`src/rtl/sbox_share_feeder.sv`:
```
// Feeds a 64-bit state nibble-by-nibble into a 3-share masked sbox stage with a
// fixed latency, collects the returned shares, recombines them into an unmasked
// result and hands it out over a valid/ready interface.
module sbox_share_feeder #(
    parameter int          LAT  = 1,
    parameter logic [32:0] SEED = 33'h1_5A5A_C3C3
) (
    input  logic          clk,
    input  logic          rst_n,
    input  logic          in_valid,
    output logic          in_ready,
    input  logic [63:0]   in_state,
    input  logic [127:0]  in_mask,
    output logic [3:0]    sb_in1,
    output logic [3:0]    sb_in2,
    output logic [3:0]    sb_in3,
    output logic [26:0]   sb_r,
    output logic [5:0]    sb_rs,
    input  logic [3:0]    sb_out1,
    input  logic [3:0]    sb_out2,
    input  logic [3:0]    sb_out3,
    output logic          out_valid,
    input  logic          out_ready,
    output logic [63:0]   out_state
);

    typedef enum logic [1:0] {IDLE, ISSUE, DRAIN, DONE} state_e;

    // An all-zero LFSR would lock up, so a zero seed is promoted to 1.
    localparam logic [32:0] LFSR_INIT = (SEED == 33'h0) ? 33'h1 : SEED;
    localparam int          DW        = $clog2(LAT + 2);

    state_e          state_q, state_d;
    logic [3:0]      issue_cnt_q;
    logic [3:0]      cap_cnt_q;
    logic [DW-1:0]   drain_cnt_q;
    logic [63:0]     data_q;
    logic [127:0]    mask_q;
    logic [32:0]     lfsr_q;
    logic [LAT-1:0]  vld_pipe_q;
    logic            cap_vld_q;
    logic [3:0]      share1_q, share2_q, share3_q;
    logic [63:0]     out_state_q;
    logic            accept;
    logic            issuing;

    assign accept    = (state_q == IDLE) && in_valid;
    assign issuing   = (state_q == ISSUE);
    assign in_ready  = (state_q == IDLE);
    assign out_valid = (state_q == DONE);
    assign out_state = out_state_q;
    assign sb_r      = lfsr_q[26:0];
    assign sb_rs     = lfsr_q[32:27];

    // State register; reset aborts any block in flight.
    always_ff @(posedge clk or negedge rst_n) begin
        if (!rst_n) begin
            state_q <= IDLE;
        end else begin
            state_q <= state_d;
        end
    end

    // Next-state logic: issue 16 nibbles, wait out the sbox latency plus the
    // recombination stage, then hold the result until it is taken.
    always_comb begin
        state_d = state_q;
        case (state_q)
            IDLE:    if (in_valid)                  state_d = ISSUE;
            ISSUE:   if (issue_cnt_q == 4'd15)      state_d = DRAIN;
            DRAIN:   if (drain_cnt_q == DW'(LAT))   state_d = DONE;
            DONE:    if (out_ready)                 state_d = IDLE;
            default:                                state_d = IDLE;
        endcase
    end

    // Share drive: the third share is built only from registered state and mask.
    always_comb begin
        sb_in1 = 4'h0;
        sb_in2 = 4'h0;
        sb_in3 = 4'h0;
        if (issuing) begin
            sb_in1 = mask_q[{3'b000, issue_cnt_q, 2'b00} +: 4];
            sb_in2 = mask_q[{3'b001, issue_cnt_q, 2'b00} +: 4];
            sb_in3 = data_q[{issue_cnt_q, 2'b00} +: 4] ^ sb_in1 ^ sb_in2;
        end
    end

    // Input latch and issue/drain counters; issue_cnt saturates at 15 until the next block.
    always_ff @(posedge clk or negedge rst_n) begin
        if (!rst_n) begin
            data_q      <= '0;
            mask_q      <= '0;
            issue_cnt_q <= '0;
            drain_cnt_q <= '0;
        end else begin
            if (accept) begin
                data_q      <= in_state;
                mask_q      <= in_mask;
                issue_cnt_q <= '0;
            end else if (issuing && (issue_cnt_q != 4'd15)) begin
                issue_cnt_q <= issue_cnt_q + 4'd1;
            end
            if (state_q == DRAIN) begin
                drain_cnt_q <= drain_cnt_q + 1'b1;
            end else begin
                drain_cnt_q <= '0;
            end
        end
    end

    // Randomness LFSR, x^33 + x^13 + 1 Fibonacci form, stepping once per issued nibble.
    always_ff @(posedge clk or negedge rst_n) begin
        if (!rst_n) begin
            lfsr_q <= LFSR_INIT;
        end else if (issuing) begin
            lfsr_q <= {lfsr_q[31:0], lfsr_q[32] ^ lfsr_q[12]};
        end
    end

    // Tracks which cycles carry valid sbox output, LAT cycles behind issue.
    always_ff @(posedge clk or negedge rst_n) begin
        if (!rst_n) begin
            vld_pipe_q <= '0;
        end else begin
            vld_pipe_q[0] <= issuing;
            for (int i = 1; i < LAT; i++) begin
                vld_pipe_q[i] <= vld_pipe_q[i-1];
            end
        end
    end

    // Shares are registered separately so no share combination happens on the sbox output wires.
    always_ff @(posedge clk or negedge rst_n) begin
        if (!rst_n) begin
            share1_q  <= '0;
            share2_q  <= '0;
            share3_q  <= '0;
            cap_vld_q <= 1'b0;
        end else begin
            cap_vld_q <= vld_pipe_q[LAT-1];
            if (vld_pipe_q[LAT-1]) begin
                share1_q <= sb_out1;
                share2_q <= sb_out2;
                share3_q <= sb_out3;
            end
        end
    end

    // Recombine the registered shares into the result nibble selected by cap_cnt.
    always_ff @(posedge clk or negedge rst_n) begin
        if (!rst_n) begin
            out_state_q <= '0;
            cap_cnt_q   <= '0;
        end else begin
            if (accept) begin
                cap_cnt_q <= '0;
            end else if (cap_vld_q) begin
                out_state_q[{cap_cnt_q, 2'b00} +: 4] <= share1_q ^ share2_q ^ share3_q;
                if (cap_cnt_q != 4'd15) begin
                    cap_cnt_q <= cap_cnt_q + 4'd1;
                end
            end
        end
    end

endmodule

```
`config.mk`:
```
export PLATFORM = sky130hd
export DESIGN_NAME = sbox_share_feeder
export DESIGN_NICKNAME = d
export VERILOG_FILES = /design/src/rtl/sbox_share_feeder.sv
export SDC_FILE = /design/constraint.sdc
export NUM_CORES = 1
export LEC_CHECK = 0
export BUFFER_PORTS_ARGS = -buffer_cell sky130_fd_sc_hd__buf_2
export CORE_UTILIZATION = 40
export DETAILED_ROUTE_END_ITERATION = 8
export GPL_TIMING_DRIVEN = 1
export PLACE_DENSITY = 0.7
export SYNTH_ARGS = -nofsm -noshare
export SYNTH_HDL_FRONTEND = slang
export SYNTH_SLANG_ARGS = --single-unit
```
`constraint.sdc`:
```
create_clock -name clk -period 3.8 [get_ports clk]
set_input_delay 1.14 -clock clk [delete_from_list [all_inputs] [get_ports clk]]
set_output_delay 1.14 -clock clk [all_outputs]
set_load 0.005 [all_outputs]
```
## After elaboration in Yosys (flattened, before gate mapping)

Cells that the tools add are included.

- Add/sub/neg operators: 4
- Eq/ne operators: 11
- Shift-type cells: 5
- Multiplexer cells: 15
- Bitwise operators: 6
- Reductions and logical operators: 9

Operators with widths:

| operator | number |
|---|---|
| $shiftx 128x7->4 | 1 |
| $shiftx 128x8->4 | 1 |
| $bwmux 64 | 1 |
| $shift 4x8->64 const A | 1 |
| $shiftx 4x8->64 | 1 |
| $shiftx 64x7->4 | 1 |
| $mux 4 | 8 |
| $xor 4x4->4 | 4 |
| $mux 2 | 5 |
| $add 4x1->4 const B | 2 |
| $ne 4x4->1 const B | 2 |
| $neg 6->8 | 1 |
| $pmux 2 s4 | 1 |
| $reduce_bool 2->1 | 3 |
| $eq 2x1->1 const B | 2 |
| $eq 2x2->1 const B | 2 |
| $eq 4x4->1 const B | 1 |
| $ne 2x1->1 const B | 2 |
| $ne 2x2->1 const B | 2 |
| $reduce_and 2->1 | 2 |
| $reduce_and 4->1 | 1 |
| $add 2x1->2 const B | 1 |
| $logic_and 1x1->1 | 2 |
| $logic_not 2->1 | 1 |
| other kinds (2) | 2 |

- Bits in registers: 315
- Input port bits: 208
- Output and inout port bits: 111
- Word-level logic and storage cells: 63

## Longest topological paths before layout

Gate-level depths: netlist of the first run.

- Depth after elaboration: 4
- Mapped depth: 9

## Least setup slack after synthesis of the first run

Ideal clock, no wire load.

- Kind: register -> output
- From: register issue_cnt_q[0]
- To: output sb_in3[0]
- Arrival time: 2093 ps
- Data required time: 2660 ps
- Path slack: 567 ps
- Stages on the path, launching flop included: 8
- Cells stage by stage: dfrtp_1 buf_2 buf_4 mux4_2 a22oi_1 nand3_1 xor2_1 mux2_2

- Longest elaborated chain between the ends: 4

Ends and longest elaborated chain:

| item | line | source |
|---|---|---|
| from (decl) | 34 | `logic [3:0] issue_cnt_q;` |
| from (signal assigned) | 102 | `issue_cnt_q <= issue_cnt_q + 4'd1;` |
| $shiftx 64x7->4 / $shiftx 128x7->4 (equally long branches) | 85, 83 |  |
| $xor 4x4->4 | 85 | `sb_in3 = data_q[{issue_cnt_q, 2'b00} +: 4] ^ sb_in1 ^ sb_in2;` |
| $xor 4x4->4 (*) | 85 |  |
| $mux 4 (*) | 82 | `if (issuing) begin` |
| to (decl) | 16 | `output logic [3:0] sb_in3,` |

Mark *: on every way between the ends. The rest lies on a longest branch, timed or not.

## Worst setup path after layout of the first run

- From: register issue_cnt_q[1]
- To: output sb_in3[0]

Same word-level chain as after synthesis.

==> flow_summary.toml, run 1 <==
[die]
io_pins = 319
die_x_microns = 188
start_util_pct = 40.9
rows = 67
design.die.area_sq_mm = 0.0352
die_h_microns = 188
core_area_sq_mm = 0.0337

[timing]
relSlewSlack_pct = 37.1
fin_skew_ns = 0.0199
rsz0062_at_grt = "true"
setup_viol = 4
hold_viol = 0
fin_crit_ns = 3.88
setup_ws_ns = -0.0808
fmax_mhz = 258
period_share_pct = 102
slew_viol_final = 0
worst_slew_pin_slew_ns = 0.937

[critical_path]
worstSetupStartpointType = "flip-flop"
r2r_start = "cap_cnt_q[0]"
criticalPathCategory = "flip-flop to primary output"
r2r_end = "out_state[15]"
rrSetupSlack_ns = 1.11
reg2reg_depth = 7
cp.arrival_ns = 2.74
end_kind = "primary output"
crit_required_ns = 2.66
critical_path_peak_fanout = 4

[cells_and_area]
utilization_pct = 52.1
multiInputGateArea_sq_mm = 0.00575
areaGrowthSynthToFinish_pct = 27.5
stdcell_area_sq_mm = 0.0176
mostFrequentLayoutCell = "buf_2"
fin_nets = 1451
final_cell_mix = "buf_2, mux2_2, dfrtp_1, mux4_2, clkbuf_16"
layout-drive-gt1-share_pct = 64.7
nFillCells = 2841
regArea_sq_mm = 0.00791

[yosys]
synth_top_area_share_pct = 54.1
synth_top_cell_by_area = "dfrtp_1"
synth.avg_cell_area_sq_um = 15.5
netlist_area_sq_mm = 0.0138
synthesis.yosys.warnings = 0
ys_types = 41
synth_cells = 887
synthFlopType = "dfrtp_1"
syn_nets = 1105
synth_edf_count = 0
synthTopCellsByArea = "dfrtp_1, mux2_2, mux4_2, dfstp_2, mux4_1"
synthArstFlopShare_pct = 100
synth.yosys.seq_area_share_pct = 57.3
synth_seq_cells = 315

[power_and_ir_drop]
swShare_pct = 31.6
worst_ir_drop_vdd_v = 0.000364
p_int_mw = 10.4
seqPwrFrac_pct = 38.0
clockPowerShare_pct = 22.6
p_leak_nw = 8.15
switching_power_mw = 4.82
power_density_mw_per_mm2 = 867
combPwrFrac_pct = 39.3

[global_routing]
grt.total_usage_pct = 19.6
grt_pass1_wl_mm = 53.4
grt_pass1_vias = 9190
antenna_found_initial = 8
grt_max_degree = 92
gr-total-overflow = 0

[clock_tree]
numCtsBuffers = 36
cts.sinks = 315
cts_buffer_depth = 3
clk_latency_ns = 0.52
htree_levels = 2
cts_hold_buffers = 0
cts_tree = "built"
clk_pin_slew_ns = 0.06
root_buffer = "clkbuf_16"

[route]
wl_per_cell_microns = 19.9
top_layer_used = "met5"
ant_nets = 0
drt_pass1_iterations = 4
drtIter0Drc = 377
wl_mm = 34.2
met1_length_mm = 14.7
drc = 0
wl_met2_mm = 16.4
via_per_inst = 5.14
wl_met3_mm = 2.28
vias = 8810

[placement]
placed_area_sq_mm = 0.0160
post-dp-hpwl_mm = 25.0
place_ws_ns = 0.318
gp_congestion = 0.823
io_buffers = 318

[worst_hold_path]
holdPathStages = 1
hold_class = "flip-flop to flip-flop"
worstHoldStart = "drain_cnt_q[0]"
hold_path_end = "drain_cnt_q[0]"

[run_status]
status = "finished, violations left"
violations = "negative setup slack"

[run]
max_cap_violations = 0
==> synthesized netlist by cell type, types with 6 or more instances <==
| cell | number |
|---|---|
| nand3_1 | 12 |
| nor2_1 | 31 |
| dfrtp_1 | 298 |
| mux2i_1 | 7 |
| and3_1 | 7 |
| nor2b_1 | 7 |
| buf_2 | 6 |
| inv_1 | 8 |
| xnor2_1 | 12 |
| nand2_1 | 15 |
| dfstp_2 | 17 |
| mux2_2 | 303 |
| ha_1 | 10 |
| nor3_1 | 6 |
| o21ai_0 | 7 |
| clkbuf_1 | 33 |
| o22ai_1 | 7 |
| mux4_2 | 41 |
| mux4_1 | 10 |
==> per-stage QoR <==
| stage | setup TNS (ns) | hold slack (ns) | power (mW) | std cells |
|---|---|---|---|---|
| after CTS | -0.375 | 0.427 | 15.2 | 1698 |
| after floorplan | 0 | 0.403 | 9.42 | 887 |
| after global routing | -0.554 | 0.450 | 16.1 | 1708 |
| after global placement | 0 | 0.413 | 11.2 | 1625 |
| after detailed placement | 0 | 0.420 | 11.3 | 1625 |
| final | -0.213 | 0.432 | 15.2 | 1714 |
==> worst max path at each step <==
stage / from / endpoint / slack, ns
2_1_floorplan: issue_cnt_q[0] / sb_in3[0] / 0.57
3_3_place_gp: issue_cnt_q[1] / sb_in3[2] / 0.34
3_5_place_dp: issue_cnt_q[1] / sb_in3[1] / 0.32
4_1_cts: issue_cnt_q[0] / sb_in3[1] / -0.12
5_1_grt: issue_cnt_q[0] / sb_in3[2] / -0.14
6_report: issue_cnt_q[1] / sb_in3[0] / -0.08
==> critical path: stages, from the launching register on <==
cell and delay, ns:
dfrtp_2 0.39, buf_12 0.13, buf_8 0.11, mux4_2 0.52
mux4_2 0.51, and2_4 0.18, mux2_2 0.27, buf_6 0.12
==> state kept, by name (all words and copies together), names as in the netlist <==
register	flops
issue_cnt_q	4
state_q	2
drain_cnt_q	2
lfsr_q	33
share1_q	4
cap_cnt_q	4
vld_pipe_q	1
cap_vld_q	1
mask_q	128
share2_q	4
out_state	64
data_q	64
share3_q	4
==> repair_timing <==
item	CTS	global route
endpoints found under the setup margin	4	4
pin swaps	10	7
setup buffers	6	12
resized for setup	35	17
cloned	2	0
==> cell families after synthesis <==
group                    after synthesis  share of synthesized area, %
AO/OA/AOI/OAI                         28                          1.22
AND/OR/NAND/NOR                       99                          3.61
adder cells (fa/ha/maj)               10                         0.908
multiplexers                         361                          33.9
flip-flops                           315                          57.3
XOR/XNOR                              18                          1.24
buffers and inverters                 56                          1.81
==> per-layer routing <==
| layer | vias to the layer above | global-route usage [%] |
|---|---|---|
| met5 | - | 0 |
| met4 | 8 | 5.60 |
| met3 | 60 | 4.74 |
| met2 | 301 | 32.2 |
| met1 | 4470 | 25.9 |
| li1 | 3971 | - |
==> power by group through the flow <==
stage / clock, mW / combinational (mW) / sequential (mW)
6_report: 3.45 / 5.99 / 5.79
5_1_grt: 3.68 / 6.48 / 5.98
3_5_place_dp: 0 / 5.48 / 5.86
2_1_floorplan: 0 / 3.98 / 5.44
3_3_place_gp: 0 / 5.31 / 5.85
4_1_cts: 3.54 / 5.87 / 5.81
==> area by class of cell <==
type,count,share of cell area [%]
Tap cell,448,3.19
Timing Repair Buffer,356,12.1
Inverter,8,0.171
Clock buffer,48,5.90
Multi-Input combinational cell,516,32.7
Sequential cell,315,45.0
Clock inverter,17,0.876
Antenna cell,6,0.0855
No activity file was read; power rests on OpenSTA's default activity.
==> inputs of run 2 (changes only) <==
Settings changed: PLACE_DENSITY 0.7 to 0.73.
Clock period 3.8 ns to 3.5 ns, I/O delays scaled along.
==> run 2 against run 1 <==
Net effect: the flow still finishes with violations (negative setup slack); design area grew 0.57%; combinational power up 8.3%; worst setup slack got worse by 0.25 ns; sequential share of layout area decreased by 0.25 points; final cell count rose by 0.18%; critical endpoint is now sb_in3[2].
==> flow_summary.toml, run 2 (same netlist as run 1, synthesis figures left out) <==
[global_routing]
gr-total-overflow = 0
grt_pass1_vias = 9105
grt_pass1_wl_mm = 53.4
grt.total_usage_pct = 19.7
grt_max_degree = 67
antenna_found_initial = 8

[timing]
rsz0062_at_grt = "true"
relSlewSlack_pct = 40.7
whs_ns = 0.422
setup_viol = 9
slew_viol_final = 0
fin_skew_ns = 0.0150
setup_ws_ns = -0.335
hold_viol = 0
fmax_mhz = 261
fin_crit_ns = 3.84
tns_ns = -1.61
worst_slew_pin_slew_ns = 0.884
period_share_pct = 110

[die]
io_pins = 319
die_h_microns = 188
rows = 67
design.die.area_sq_mm = 0.0352
start_util_pct = 40.9
core_area_sq_mm = 0.0337
die_x_microns = 188

[cells_and_area]
areaGrowthSynthToFinish_pct = 28.2
fin_nets = 1453
layout-drive-gt1-share_pct = 64.3
regMostFlops = "mask_q"
final_cell_mix = "buf_2, mux2_2, dfrtp_1, mux4_2, clkbuf_16"
largest_reg_flops = 128
mostFrequentLayoutCell = "buf_2"

[route]
drt_pass1_iterations = 4
wl_met2_mm = 16.7
top_layer_used = "met5"
ant_nets = 0
drtIter0Drc = 391
via_per_inst = 5.09
vias = 8738
wl_mm = 34.5
drc = 0
wl_per_cell_microns = 20.1
met1_length_mm = 14.3
wl_met3_mm = 2.49

[critical_path]
max_stage_delay_ns = 0.49
crit_required_ns = 2.45
path_delay_family = "multiplexers"
crit_chain = "clkbuf_16 > mux4_2 > mux4_2 > and2_4 > mux2_4 > buf_6"
criticalPathCategory = "flip-flop to primary output"
critPathBufInv = 2
cp_slowest_cell = "dfrtp_2"
cp.arrival_ns = 2.79
critical_path_peak_fanout = 8
rrSetupSlack_ns = 0.77
cp_common_cell = "mux4_2"
worstSetupStartpointType = "flip-flop"
end_kind = "primary output"

[placement]
io_buffers = 318
post-dp-hpwl_mm = 25.0
gp_congestion = 0.855
place_ws_ns = 0.0953

[clock_tree]
clk_pin_slew_ns = 0.06
clk_latency_ns = 0.52
numCtsBuffers = 35
cts_buffer_depth = 3
htree_levels = 2
root_buffer = "clkbuf_16"
cts_tree = "built"
cts.sinks = 315

[power_and_ir_drop]
worst_ir_drop_vdd_v = 0.000611
p_leak_nw = 8.21
power_density_mw_per_mm2 = 952

[run]
max_cap_violations = 0

[run_status]
status = "finished, violations left"
violations = "negative setup slack"

[worst_hold_path]
hold_class = "flip-flop to flip-flop"
## run 2: changes by cell type in the layout (fill, tap and decap cells not counted), sizes merged
| cell | before | now |
|---|---|---|
| clkinvlp | 3 | 1 |
| clkinv | 10 | 5 |
| inv | 10 | 13 |
| buf | 356 | 357 |
| diode | 6 | 7 |
| bufinv | 2 | 7 |
## run 2: through the flow
stage          total power, mW  instances  utilization [%]  instance area [sq um]
2_1_floorplan             10.2        887                -                  13800
3_3_place_gp              12.2       1632             47.7                  16100
3_5_place_dp              12.4       1632             47.7                  16100
4_1_cts                   16.8       1704             52.0                  17500
5_1_grt                   17.8       1711             52.4                  17700
6_report                  16.8       1717             52.4                  17700
## run 2: layer usage
layer  vias to the layer above  GRT usage, %
met5                         -             0
met4                         8          5.94
met3                        67          4.81
met2                       304          32.6
met1                      4405          25.5
li1                       3954             -
## run 2: worst register-to-register path: cells and delay by family, from the launching register on
kind / cells / cell delay, ns
adders and majority gates: 1 / 0.27
muxes: 1 / 0.32
buffers and inverters: 1 / 0.18
DFF: 1 / 0.52
and+or+nand+nor: 2 / 0.67
AOI/OAI and AO/OA: 2 / 0.66
## run 2: timing repair
| item | in CTS | in global routing |
|---|---|---|
| hold buffers | 0 | 0 |
| gates resized for setup | 22 | 18 |
| setup endpoints to repair | 9 | 9 |
| setup buffers | 7 | 4 |
| hold endpoints to repair | 0 | 0 |
| pin swaps | 4 | 2 |
| cloned | 1 | 2 |
## run 2: final cells by class
| class | count | area, sq um |
|---|---|---|
| Antenna cell | 7 | 17.5 |
| Clock buffer | 46 | 977 |
| Clock inverter | 18 | 290 |
| Fill cell | 2890 | 16000 |
| Inverter | 8 | 30.0 |
| Multi-Input combinational cell | 516 | 5720 |
| Sequential cell | 315 | 7910 |
| Tap cell | 448 | 561 |
| Timing Repair Buffer | 359 | 2160 |
## run 2: worst paths after layout
| check | start | endpoint | depth (start not counted) |
|---|---|---|---|
| max | issue_cnt_q[1] | sb_in3[2] | 6 |
| min | drain_cnt_q[0] | drain_cnt_q[0] | 1 |
| max reg2reg | cap_cnt_q[0] | out_state[27] | 7 |
| min reg2reg | drain_cnt_q[0] | drain_cnt_q[0] | 1 |
| max in group asynchronous | rst_n | mask_q[124] | 3 |
| min in group asynchronous | rst_n | out_state[27] | 1 |
## run 2: power breakdown
part / internal, mW / switching, mW / total, mW
Combinational: 3.79 / 2.69 / 6.49
Sequential: 5.27 / 1.06 / 6.33
Clock: 2.50 / 1.50 / 4.00
